File: config.mk
export PLATFORM = sky130hd
export DESIGN_NAME = pixel_write_buffer
export DESIGN_NICKNAME = d
export VERILOG_FILES = /design/src/rtl/pixel_wb_pkg.sv /design/src/rtl/pixel_wb_fifo.sv /design/src/rtl/pixel_write_buffer.sv
export SDC_FILE = /design/constraint.sdc
export NUM_CORES = 1
export LEC_CHECK = 0
export ABC_AREA = 1
export CAP_MARGIN = 15
export CORE_MARGIN = 1
export CORE_UTILIZATION = 35
export CTS_BUF_LIST = sky130_fd_sc_hd__clkbuf_4 sky130_fd_sc_hd__clkbuf_8
export CTS_CLUSTER_DIAMETER = 200
export DETAILED_ROUTE_END_ITERATION = 8
export PLACE_DENSITY_LB_ADDON = 0.08
export SYNTH_ARGS = -nofsm -noshare
export SYNTH_HDL_FRONTEND = slang
export SYNTH_HIERARCHICAL = 1
export SYNTH_SLANG_ARGS = --single-unit
File: constraint.sdc
create_clock -name clk -period 2.38 [get_ports clk]
set_clock_uncertainty 0.1 [all_clocks]
set_input_delay 0.357 -clock clk [delete_from_list [all_inputs] [get_ports clk]]
set_output_delay 0.357 -clock clk [all_outputs]
set_load 0.05 [all_outputs]
File: src/rtl/pixel_wb_pkg.sv
// -----------------------------------------------------------------------------
// pixel_wb_pkg
// Shared constants for the pixel write buffer:
//   screen geometry, framebuffer address/colour widths, the address of the
//   last framebuffer pixel, the FSM state encoding and the (x, y) -> linear
//   address helper.
// -----------------------------------------------------------------------------
package pixel_wb_pkg;

    localparam int SCREEN_W  = 160;
    localparam int SCREEN_H  = 120;
    localparam int FB_ADDR_W = 15;
    localparam int COL_W     = 3;

    localparam logic [FB_ADDR_W-1:0] FB_LAST_ADDR = FB_ADDR_W'(SCREEN_W * SCREEN_H - 1);

    typedef enum logic [1:0] {
        S_IDLE  = 2'd0,
        S_DRAIN = 2'd1,
        S_CLEAR = 2'd2
    } state_t;

    // y*160 + x as (y<<7) + (y<<5) + x, truncated to the framebuffer width.
    function automatic logic [FB_ADDR_W-1:0] pix_addr(input logic [7:0] px,
                                                      input logic [6:0] py);
        logic [FB_ADDR_W-1:0] yy;
        logic [FB_ADDR_W-1:0] xx;
        yy = {{(FB_ADDR_W-7){1'b0}}, py};
        xx = {{(FB_ADDR_W-8){1'b0}}, px};
        return (yy << 7) + (yy << 5) + xx;
    endfunction

endpackage

File: src/rtl/pixel_wb_fifo.sv
// -----------------------------------------------------------------------------
// pixel_wb_fifo
// Small synchronous FIFO holding {address, colour} plot entries.
// Ports:
//   clk, reset      clock, asynchronous active-high reset (empties the FIFO)
//   push, push_data write an entry (ignored when full)
//   pop             discard the head entry (ignored when empty)
//   full, empty     occupancy flags
//   head            head entry, combinational from registered storage
// -----------------------------------------------------------------------------
module pixel_wb_fifo
    import pixel_wb_pkg::*;
#(
    parameter int DEPTH = 4,
    parameter int WIDTH = FB_ADDR_W + COL_W
) (
    input  logic             clk,
    input  logic             reset,
    input  logic             push,
    input  logic [WIDTH-1:0] push_data,
    input  logic             pop,
    output logic             full,
    output logic             empty,
    output logic [WIDTH-1:0] head
);

    localparam int AW = $clog2(DEPTH);

    // Pointers carry one extra wrap bit to tell full from empty.
    logic [AW:0]      wr_ptr_q, wr_ptr_d;
    logic [AW:0]      rd_ptr_q, rd_ptr_d;
    logic [WIDTH-1:0] mem_q [DEPTH];
    logic             do_push;
    logic             do_pop;

    always_comb begin
        empty    = (wr_ptr_q == rd_ptr_q);
        full     = (wr_ptr_q[AW] != rd_ptr_q[AW]) &&
                   (wr_ptr_q[AW-1:0] == rd_ptr_q[AW-1:0]);
        do_push  = push && !full;
        do_pop   = pop && !empty;
        wr_ptr_d = do_push ? wr_ptr_q + (AW+1)'(1) : wr_ptr_q;
        rd_ptr_d = do_pop  ? rd_ptr_q + (AW+1)'(1) : rd_ptr_q;
        head     = mem_q[rd_ptr_q[AW-1:0]];
    end

    always_ff @(posedge clk or posedge reset) begin
        if (reset) begin
            wr_ptr_q <= '0;
            rd_ptr_q <= '0;
        end else begin
            wr_ptr_q <= wr_ptr_d;
            rd_ptr_q <= rd_ptr_d;
        end
    end

    always_ff @(posedge clk) begin
        if (do_push) begin
            mem_q[wr_ptr_q[AW-1:0]] <= push_data;
        end
    end

endmodule

File: src/rtl/pixel_write_buffer.sv
// -----------------------------------------------------------------------------
// pixel_write_buffer
// Buffers plot requests from the drawing source, converts (x, y) to a linear
// framebuffer address and writes pixels whenever the framebuffer port is
// granted. Also performs a full-screen clear fill on request.
//
// Build option: PIXEL_WB_BOUNDS_CHECK_EN
//   defined   - off-screen plots are accepted but discarded; dropped is sticky
//   undefined - no check, address wraps; dropped tied low
//
// Ports:
//   clk, reset               clock, asynchronous active-high reset
//   plot, x, y, colour       pixel stream in, accepted when plot && plot_ready
//   plot_ready               buffer can take a plot this cycle
//   clear_req, clear_colour  single-cycle full-screen fill request
//   fb_grant                 framebuffer write port available this cycle
//   fb_we, fb_addr, fb_data  framebuffer write port (addr/data hold when idle)
//   busy                     work pending
//   dropped                  sticky off-screen discard flag
// -----------------------------------------------------------------------------
module pixel_write_buffer
    import pixel_wb_pkg::*;
#(
    parameter int FIFO_DEPTH = 4
) (
    input  logic                 clk,
    input  logic                 reset,
    input  logic                 plot,
    input  logic [7:0]           x,
    input  logic [6:0]           y,
    input  logic [COL_W-1:0]     colour,
    output logic                 plot_ready,
    input  logic                 clear_req,
    input  logic [COL_W-1:0]     clear_colour,
    input  logic                 fb_grant,
    output logic                 fb_we,
    output logic [FB_ADDR_W-1:0] fb_addr,
    output logic [COL_W-1:0]     fb_data,
    output logic                 busy,
    output logic                 dropped
);

    localparam int EW = FB_ADDR_W + COL_W;

    state_t               state_q, state_d;
    logic                 clear_pending_q, clear_pending_d;
    logic [COL_W-1:0]     clr_col_q, clr_col_d;
    logic [FB_ADDR_W-1:0] clr_cnt_q, clr_cnt_d;
    logic [FB_ADDR_W-1:0] last_addr_q, last_addr_d;
    logic [COL_W-1:0]     last_data_q, last_data_d;

    logic                 full, empty;
    logic [EW-1:0]        head;
    logic                 accept, in_range, push, pop;
    logic [FB_ADDR_W-1:0] cur_addr;
    logic [COL_W-1:0]     cur_data;

    pixel_wb_fifo #(
        .DEPTH (FIFO_DEPTH),
        .WIDTH (EW)
    ) u_fifo (
        .clk       (clk),
        .reset     (reset),
        .push      (push),
        .push_data ({pix_addr(x, y), colour}),
        .pop       (pop),
        .full      (full),
        .empty     (empty),
        .head      (head)
    );

    // Input handshake
    always_comb begin
        plot_ready = !full && !clear_pending_q && (state_q != S_CLEAR);
        accept     = plot && plot_ready;
`ifdef PIXEL_WB_BOUNDS_CHECK_EN
        in_range   = (x < 8'(SCREEN_W)) && (y < 7'(SCREEN_H));
`else
        in_range   = 1'b1;
`endif
        push       = accept && in_range;
    end

    // Write port: clear counter during a fill, FIFO head otherwise.
    always_comb begin
        if (state_q == S_CLEAR) begin
            fb_we    = fb_grant;
            cur_addr = clr_cnt_q;
            cur_data = clr_col_q;
        end else begin
            fb_we    = fb_grant && !empty;
            cur_addr = head[EW-1:COL_W];
            cur_data = head[COL_W-1:0];
        end
        pop     = fb_we && (state_q != S_CLEAR);
        fb_addr = fb_we ? cur_addr : last_addr_q;
        fb_data = fb_we ? cur_data : last_data_q;
        busy    = (state_q != S_IDLE) || !empty || clear_pending_q;
    end

    // Next state and datapath registers
    always_comb begin
        state_d         = state_q;
        clear_pending_d = clear_pending_q;
        clr_col_d       = clr_col_q;
        clr_cnt_d       = clr_cnt_q;
        last_addr_d     = last_addr_q;
        last_data_d     = last_data_q;

        case (state_q)
            S_IDLE: begin
                if (!empty)              state_d = S_DRAIN;
                else if (clear_pending_q) state_d = S_CLEAR;
            end
            S_DRAIN: begin
                if (empty && clear_pending_q) state_d = S_CLEAR;
                else if (empty)               state_d = S_IDLE;
            end
            S_CLEAR: begin
                if (fb_grant && (clr_cnt_q == FB_LAST_ADDR)) state_d = S_IDLE;
            end
            default: state_d = S_IDLE;
        endcase

        // A request is only taken outside a fill and when none is queued,
        // so a pending fill can never be restarted or recoloured.
        if ((state_q != S_CLEAR) && (state_d == S_CLEAR)) begin
            clear_pending_d = 1'b0;
        end else if (clear_req && (state_q != S_CLEAR) && !clear_pending_q) begin
            clear_pending_d = 1'b1;
            clr_col_d       = clear_colour;
        end

        if ((state_q == S_CLEAR) && fb_grant) begin
            clr_cnt_d = (clr_cnt_q == FB_LAST_ADDR) ? '0 : clr_cnt_q + FB_ADDR_W'(1);
        end

        if (fb_we) begin
            last_addr_d = cur_addr;
            last_data_d = cur_data;
        end
    end

    always_ff @(posedge clk or posedge reset) begin
        if (reset) begin
            state_q         <= S_IDLE;
            clear_pending_q <= 1'b0;
            clr_col_q       <= '0;
            clr_cnt_q       <= '0;
            last_addr_q     <= '0;
            last_data_q     <= '0;
        end else begin
            state_q         <= state_d;
            clear_pending_q <= clear_pending_d;
            clr_col_q       <= clr_col_d;
            clr_cnt_q       <= clr_cnt_d;
            last_addr_q     <= last_addr_d;
            last_data_q     <= last_data_d;
        end
    end

`ifdef PIXEL_WB_BOUNDS_CHECK_EN
    logic dropped_q;

    always_ff @(posedge clk or posedge reset) begin
        if (reset) begin
            dropped_q <= 1'b0;
        end else if (accept && !in_range) begin
            dropped_q <= 1'b1;
        end
    end

    assign dropped = dropped_q;
`else
    assign dropped = 1'b0;
`endif

endmodule

# After elaboration in Yosys (flattened, before gate mapping)
# Memories as Yosys holds them, arrays and structs flattened.
# Index checks and enable logic that the tools add are counted.
[word_totals] regBits=45 ram_bits=72 mem_count=1 out_inout_bits=22
[mem_list] memory="u_fifo.mem_q" words=4 word_bits=18 read_ports=1 rd_clocked_by_memory_dff=0 wr=1 line_no="pixel_wb_fifo.sv:32" source="logic [WIDTH-1:0] mem_q [DEPTH];"
[op_classes] n_eq_ne=8 mux=16 bitwise_logic=1 add_sub_neg=5 reduce_logical=23
[op_table] op="$mux W15" count=3
[op_table] op="$add A14 B12 Y15" count=1
[op_table] op="$add A15 B1 Y15 const B" count=1
[op_table] op="$add A15 B8 Y15" count=1
[op_table] op="$eq A15 B15 Y1 const B" count=1
[op_table] op="$logic_and A1 B1 Y1" count=14
[op_table] op="$mux W2" count=5
[op_table] op="$add A3 B1 Y3 const B" count=2
[op_table] op="$mux W3" count=2
[op_table] op="$pmux W2 S3" count=1
[op_table] op="$mux W1" count=5
[op_table] op="$eq A2 B2 Y1 const B" count=2
[op_table] op="$reduce_bool A2 Y1" count=2
[op_table] op="$eq A3 B3 Y1" count=1
[op_table] op="$logic_not A1 Y1" count=3
[op_table] op="$eq A2 B1 Y1 const B" count=1
[op_table] op="$eq A2 B2 Y1" count=1
[op_table] op="$logic_not A2 Y1" count=1
[op_table] op="$logic_or A1 B1 Y1" count=2
[op_table] op="$ne A2 B2 Y1 const B" count=1
[op_table] op="$reduce_and A2 Y1" count=1
[op_table] op="$ne A1 B1 Y1" count=1
[op_table] op="$not A1 Y1" count=1

# Longest topological paths before layout
[logic_depth] word_depth=9 depth_mapped=11

# Modules after synthesis
# The synthesis kept the hierarchy.
[modules_own_cells] module="pixel_wb_fifo" area_each_um2=3116.7 instances=1 cells_per_inst=234
[modules_own_cells] module="pixel_write_buffer" area_each_um2=2454.9 instances=1 cells_per_inst=320

# Worst setup path after synthesis
# Ideal clock, no wire load.
[synth_path] path_type="register -> register" from="reg u_fifo.rd_ptr_q[0]" to="mem u_fifo/mem_q[0][0] (netlist bit), enable pin" stages_incl_launch_ff=9 arrival_time_ns=3.180 t_required_ns=1.887 slack_ns=-1.293 path_buffers=1 setup_time_ns=0.393 synth_period_minus_slack_ns=3.673 path_cell_list="dfrtp_1 buf_6 xnor2_4 nand3_4 inv_1 nor3_1 and2_1 nand2_4 nor2_1"
[synth_between] elab_chain_len=9
[synth_rtl] item="start: declaration" line_no="pixel_wb_fifo.sv:31" source="logic [AW:0] rd_ptr_q, rd_ptr_d;"
[synth_rtl] item="start signal: assignment" line_no="pixel_wb_fifo.sv:53" source="rd_ptr_q <= rd_ptr_d;"
[synth_rtl] item="$eq A2 B2 Y1" line_no="pixel_wb_fifo.sv:39" source="(wr_ptr_q[AW-1:0] == rd_ptr_q[AW-1:0]);"
[synth_rtl] item="$logic_and A1 B1 Y1" line_no="pixel_wb_fifo.sv:38" source="full = (wr_ptr_q[AW] != rd_ptr_q[AW]) &&"
[synth_rtl] item="net full" line_no="pixel_write_buffer.sv:52" source="logic full, empty;"
[synth_rtl] item="$logic_not A1 Y1" line_no="pixel_write_buffer.sv:74" source="plot_ready = !full && !clear_pending_q && (state_q != S_CLEAR);"
[synth_rtl] item="$logic_and A1 B1 Y1 (2 in series)" line_no="pixel_write_buffer.sv:74"
[synth_rtl] item="net plot_ready" line_no="pixel_write_buffer.sv:32" source="output logic plot_ready,"
[synth_rtl] item="$logic_and A1 B1 Y1" line_no="pixel_write_buffer.sv:75" source="accept = plot && plot_ready;"
[synth_rtl] item="net accept" line_no="pixel_write_buffer.sv:54" source="logic accept, in_range, push, pop;"
[synth_rtl] item="$logic_and A1 B1 Y1" line_no="pixel_wb_fifo.sv:40" source="do_push = push && !full;"
[synth_rtl] item="$mux W1" line_no="pixel_wb_fifo.sv:58" source="if (do_push) begin"
[synth_rtl] item="$mux W1 (not written as such)" line_no="pixel_wb_fifo.sv:59" source="mem_q[wr_ptr_q[AW-1:0]] <= push_data;"
[synth_rtl] item="end: declaration" line_no="pixel_wb_fifo.sv:32"
# The timed path passes the listed nets, and every way through them passes these cells.

# Worst setup path in the final report
[layout_path] from="reg u_fifo.rd_ptr_q[0]" to="out fb_addr[13]"
[layout_between] elab_chain_len=5 elab_cells_between_ends=7 cone_classes="1 x eq/ne; 3 x mux; 2 x reduce/logical; 1 x memory"
[layout_rtl] item="$eq A3 B3 Y1" line_no="pixel_wb_fifo.sv:37" source="empty = (wr_ptr_q == rd_ptr_q);"
[layout_rtl] item="net empty" line_no="pixel_write_buffer.sv:52"
[layout_rtl] item="$logic_not A1 Y1" line_no="pixel_write_buffer.sv:91" source="fb_we = fb_grant && !empty;"
[layout_rtl] item="$logic_and A1 B1 Y1" line_no="pixel_write_buffer.sv:91"
[layout_rtl] item="$mux W1" line_no="pixel_write_buffer.sv:86" source="if (state_q == S_CLEAR) begin"
[layout_rtl] item="$mux W15"
[layout_rtl] item="end: declaration" line_no="pixel_write_buffer.sv:37" source="output logic [FB_ADDR_W-1:0] fb_addr,"
# The timed path passes the listed nets, and every way through them passes these cells.

==> metrics <==
Fillers 1369; Core Area 0.0154 mm²; ant diodes 0; layout cell share with drive strength beyond 1 30.1%; row count 45; CP Cell Sequence xnor2_4 > nand3_2 > inv_2 > inv_2 > nand2_4 > nand2_8 > buf_12 > buf_8 > a31oi_4 > buf_12; simple-gate portion of the synthesized area 18.7%; Final Setup Violations 18; Vias/cell 4.74; status finished with violations; Die Span Y 128 µm; Synth Area in XOR/XNOR 2.38%; worst skew pair latency 0.44 ns; Reg clk slew, reported paths 0.07 ns; DR WL/cell 15.1 µm; crit path kind flip-flop to primary output; Achievable Freq 0.390 GHz; Synth Area in Compound Gates 8.51%; max incr delay on CP 0.47 ns; First-pass DRT Iterations 5; multiplexer share of the synthesized area 0.606%; CTS H-tree depth 4; hpwl dp 8.90 mm; RSZ-0062 raised after global routing yes; flop-to-flop setup slack 0.15 ns; boundary pin count 48; Setup crit end kind primary output; vias in the first global route 4302; synthesized cell area 0.00557 mm²; IO Port Bufs 46; RePlAce Congestion 0.846; CTS tree built; Pins Over Slew Limit 0; critical path's slowest cell dfrtp_2; Final Hold Viols 0; largest net degree at the start of global routing 40; first-pass GRT wire length 21.8 mm; slew margin rel. 65.3%; vias 4276; syn_nets 601; NumNets Final 725; DP Area 0.00704 mm²; Area growth syn-to-layout 44.0%; CTS root buf clkbuf_8; Avg Cell Area, Syn 10.1 µm²; # clock sinks 117; Synthesis Warnings 6; Adder-Cell Fraction of Synth Area 4.99%; Design Area, Final 0.00802 mm²; peak supply drop 0.000374 V; critical path arrival 2.11 ns; Overall Global Routing Usage 17.9%; Num CTS Buffers 17; final worst path period share 108%; initial antenna violation count 0; RR Endpoint u_fifo/mem_q[0][17]$_DFFE_PP_; Crit Path Max Fanout 8; Initial DRC Count 303; drt drc 0; Starting Density 36.2%; WL final 13.6 mm; worst slew pin tran 0.521 ns; pwr dens 690 mW/mm²; full die area 0.0164 mm²; Mapped Cells 554; most frequent cells in the layout nand2_1, edfxtp_1, nor2_1, buf_4; Worst setup SP type flip-flop; Core Util, Final 52.2%; post-synth cell types 33; failing checks negative setup slack; Die Width 128 µm; Reg2Reg Depth 10; commonest non-fill, non-tap cell in the layout nand2_1; Reg-to-Reg Start u_fifo/rd_ptr_q[0]$_DFFE_PP0P_; flip-flop and latch count after synthesis 117; gr ovfl total 0; final worst slack -0.186 ns; maximum capacitance violations 0; Longest Clk Path Bufs 2; P_leak 3.33 nW; CP Data Required Time 1.92 ns; crit path time final 2.57 ns; Detail Route Antenna Nets 0; largest family of logic cells by synthesized area simple AND/OR/NAND/NOR gates; post-synthesis sequential area ratio 59.0%; Hold WC Path Type input pin to asynchronous set/reset pin
-- per-stage QoR --
stage	instances	setup slack (ns)	TNS, ns	power, mW	hold WS (ns)
global route	902	-0.295	-4.54	5.82	0.0890
floorplan	554	-0.247	-8.19	3.18	0.0480
detailed placement	842	-0.379	-8.86	3.76	0.385
CTS	893	-0.245	-3.58	5.55	0.0567
finish	902	-0.186	-2.35	5.54	0.0676
global placement	842	-0.356	-7.78	3.75	0.376
-- cells in the mapped netlist, drive strengths merged --
cell type / n / area (µm²)
edfxtp: 72 / 2160
and2: 2 / 12.5
xor2: 10 / 87.6
inv: 51 / 191
nor2: 81 / 314
nand3: 30 / 173
conb: 1 / 3.75
a21oi: 6 / 30.0
fa: 2 / 40.0
mux2: 3 / 33.8
o22ai: 18 / 113
xnor2: 3 / 45.1
nand4: 12 / 75.1
clkbuf: 4 / 15.0
o21ai: 41 / 205
nand2: 114 / 448
dfrtp: 45 / 1130
ha: 19 / 238
nor3: 4 / 20.0
a31oi: 19 / 119
buf: 16 / 113
o21bai: 1 / 7.51
-- metal layers --
metal  vias to the layer above  track usage, %  wire, µm
met3                        11            3.84       369
met5                         -               0         0
met4                         0            6.92       161
li1                       2139               -         -
met1                      2055            22.2      6220
met2                        71            30.3      6840
-- registers in the layout (all words and copies together) (netlist names) --
register         count
u_fifo/mem_q        72
clr_cnt_q           15
last_addr_q         15
clr_col_q            3
last_data_q          3
u_fifo/rd_ptr_q      3
u_fifo/wr_ptr_q      3
state_q              2
clear_pending_q      1
-- cell families (layout without fill, tap and decap cells) --
kind of cell / count (synthesis) / after routing
adders and majority gates: 21 / 21
muxes: 3 / 3
DFF: 117 / 117
other: 1 / 1
AOI/OAI and AO/OA: 85 / 85
xor gates and xnor gates: 13 / 13
buffers and inverters: 71 / 208
and+or+nand+nor: 243 / 243
-- critical path: cells and delay by family (launching register included) --
family	cells	cell delay [ns]
and+or+nand+nor	3	0.28
AOI/OAI and AO/OA	1	0.21
buffers and inverters	5	0.56
DFF	1	0.47
xor gates and xnor gates	1	0.16
-- where the power goes --
group | internal [mW] | total, mW | switching, mW
clock | 0.848 | 1.73 | 0.879
sequential | 2.33 | 2.47 | 0.143
combinational | 0.612 | 1.34 | 0.727
-- area by class of cell --
class / instances / area [µm²] / area share (%)
Inverter: 51 / 204 / 2.54
Multi-Input combinational cell: 366 / 2370 / 29.5
Tap cell: 211 / 264 / 3.29
Timing Repair Buffer: 125 / 1520 / 18.9
Sequential cell: 117 / 3290 / 41.0
Clock inverter: 15 / 143 / 1.78
Clock buffer: 17 / 234 / 2.92
-- worst max-delay path by stage --
stage | to | start | cells past startpoint | slack, ns
CTS | fb_data[2] | u_fifo/rd_ptr_q[0]$_DFFE_PP0P_ | 8 | -0.24
floorplan | fb_addr[0] | u_fifo/rd_ptr_q[0]$_DFFE_PP0P_ | 9 | -0.25
finish | fb_addr[13] | u_fifo/rd_ptr_q[0]$_DFFE_PP0P_ | 10 | -0.19
global placement | u_fifo/mem_q[2][17]$_DFFE_PP_ | y[0] | 9 | -0.36
global route | fb_addr[13] | u_fifo/rd_ptr_q[0]$_DFFE_PP0P_ | 10 | -0.30
detailed placement | u_fifo/mem_q[3][13]$_DFFE_PP_ | y[0] | 7 | -0.38
-- timing repair --
action | in CTS | in global routing
hold buffers | 0 | 0
buffers inserted | 17 | 10
setup endpoints to repair | 20 | 24
endpoints found under the hold margin | 0 | 0
pin swaps | 27 | 27
cloned | 3 | 3
resized for setup | 49 | 33
(Power assumes the default switching activity.)
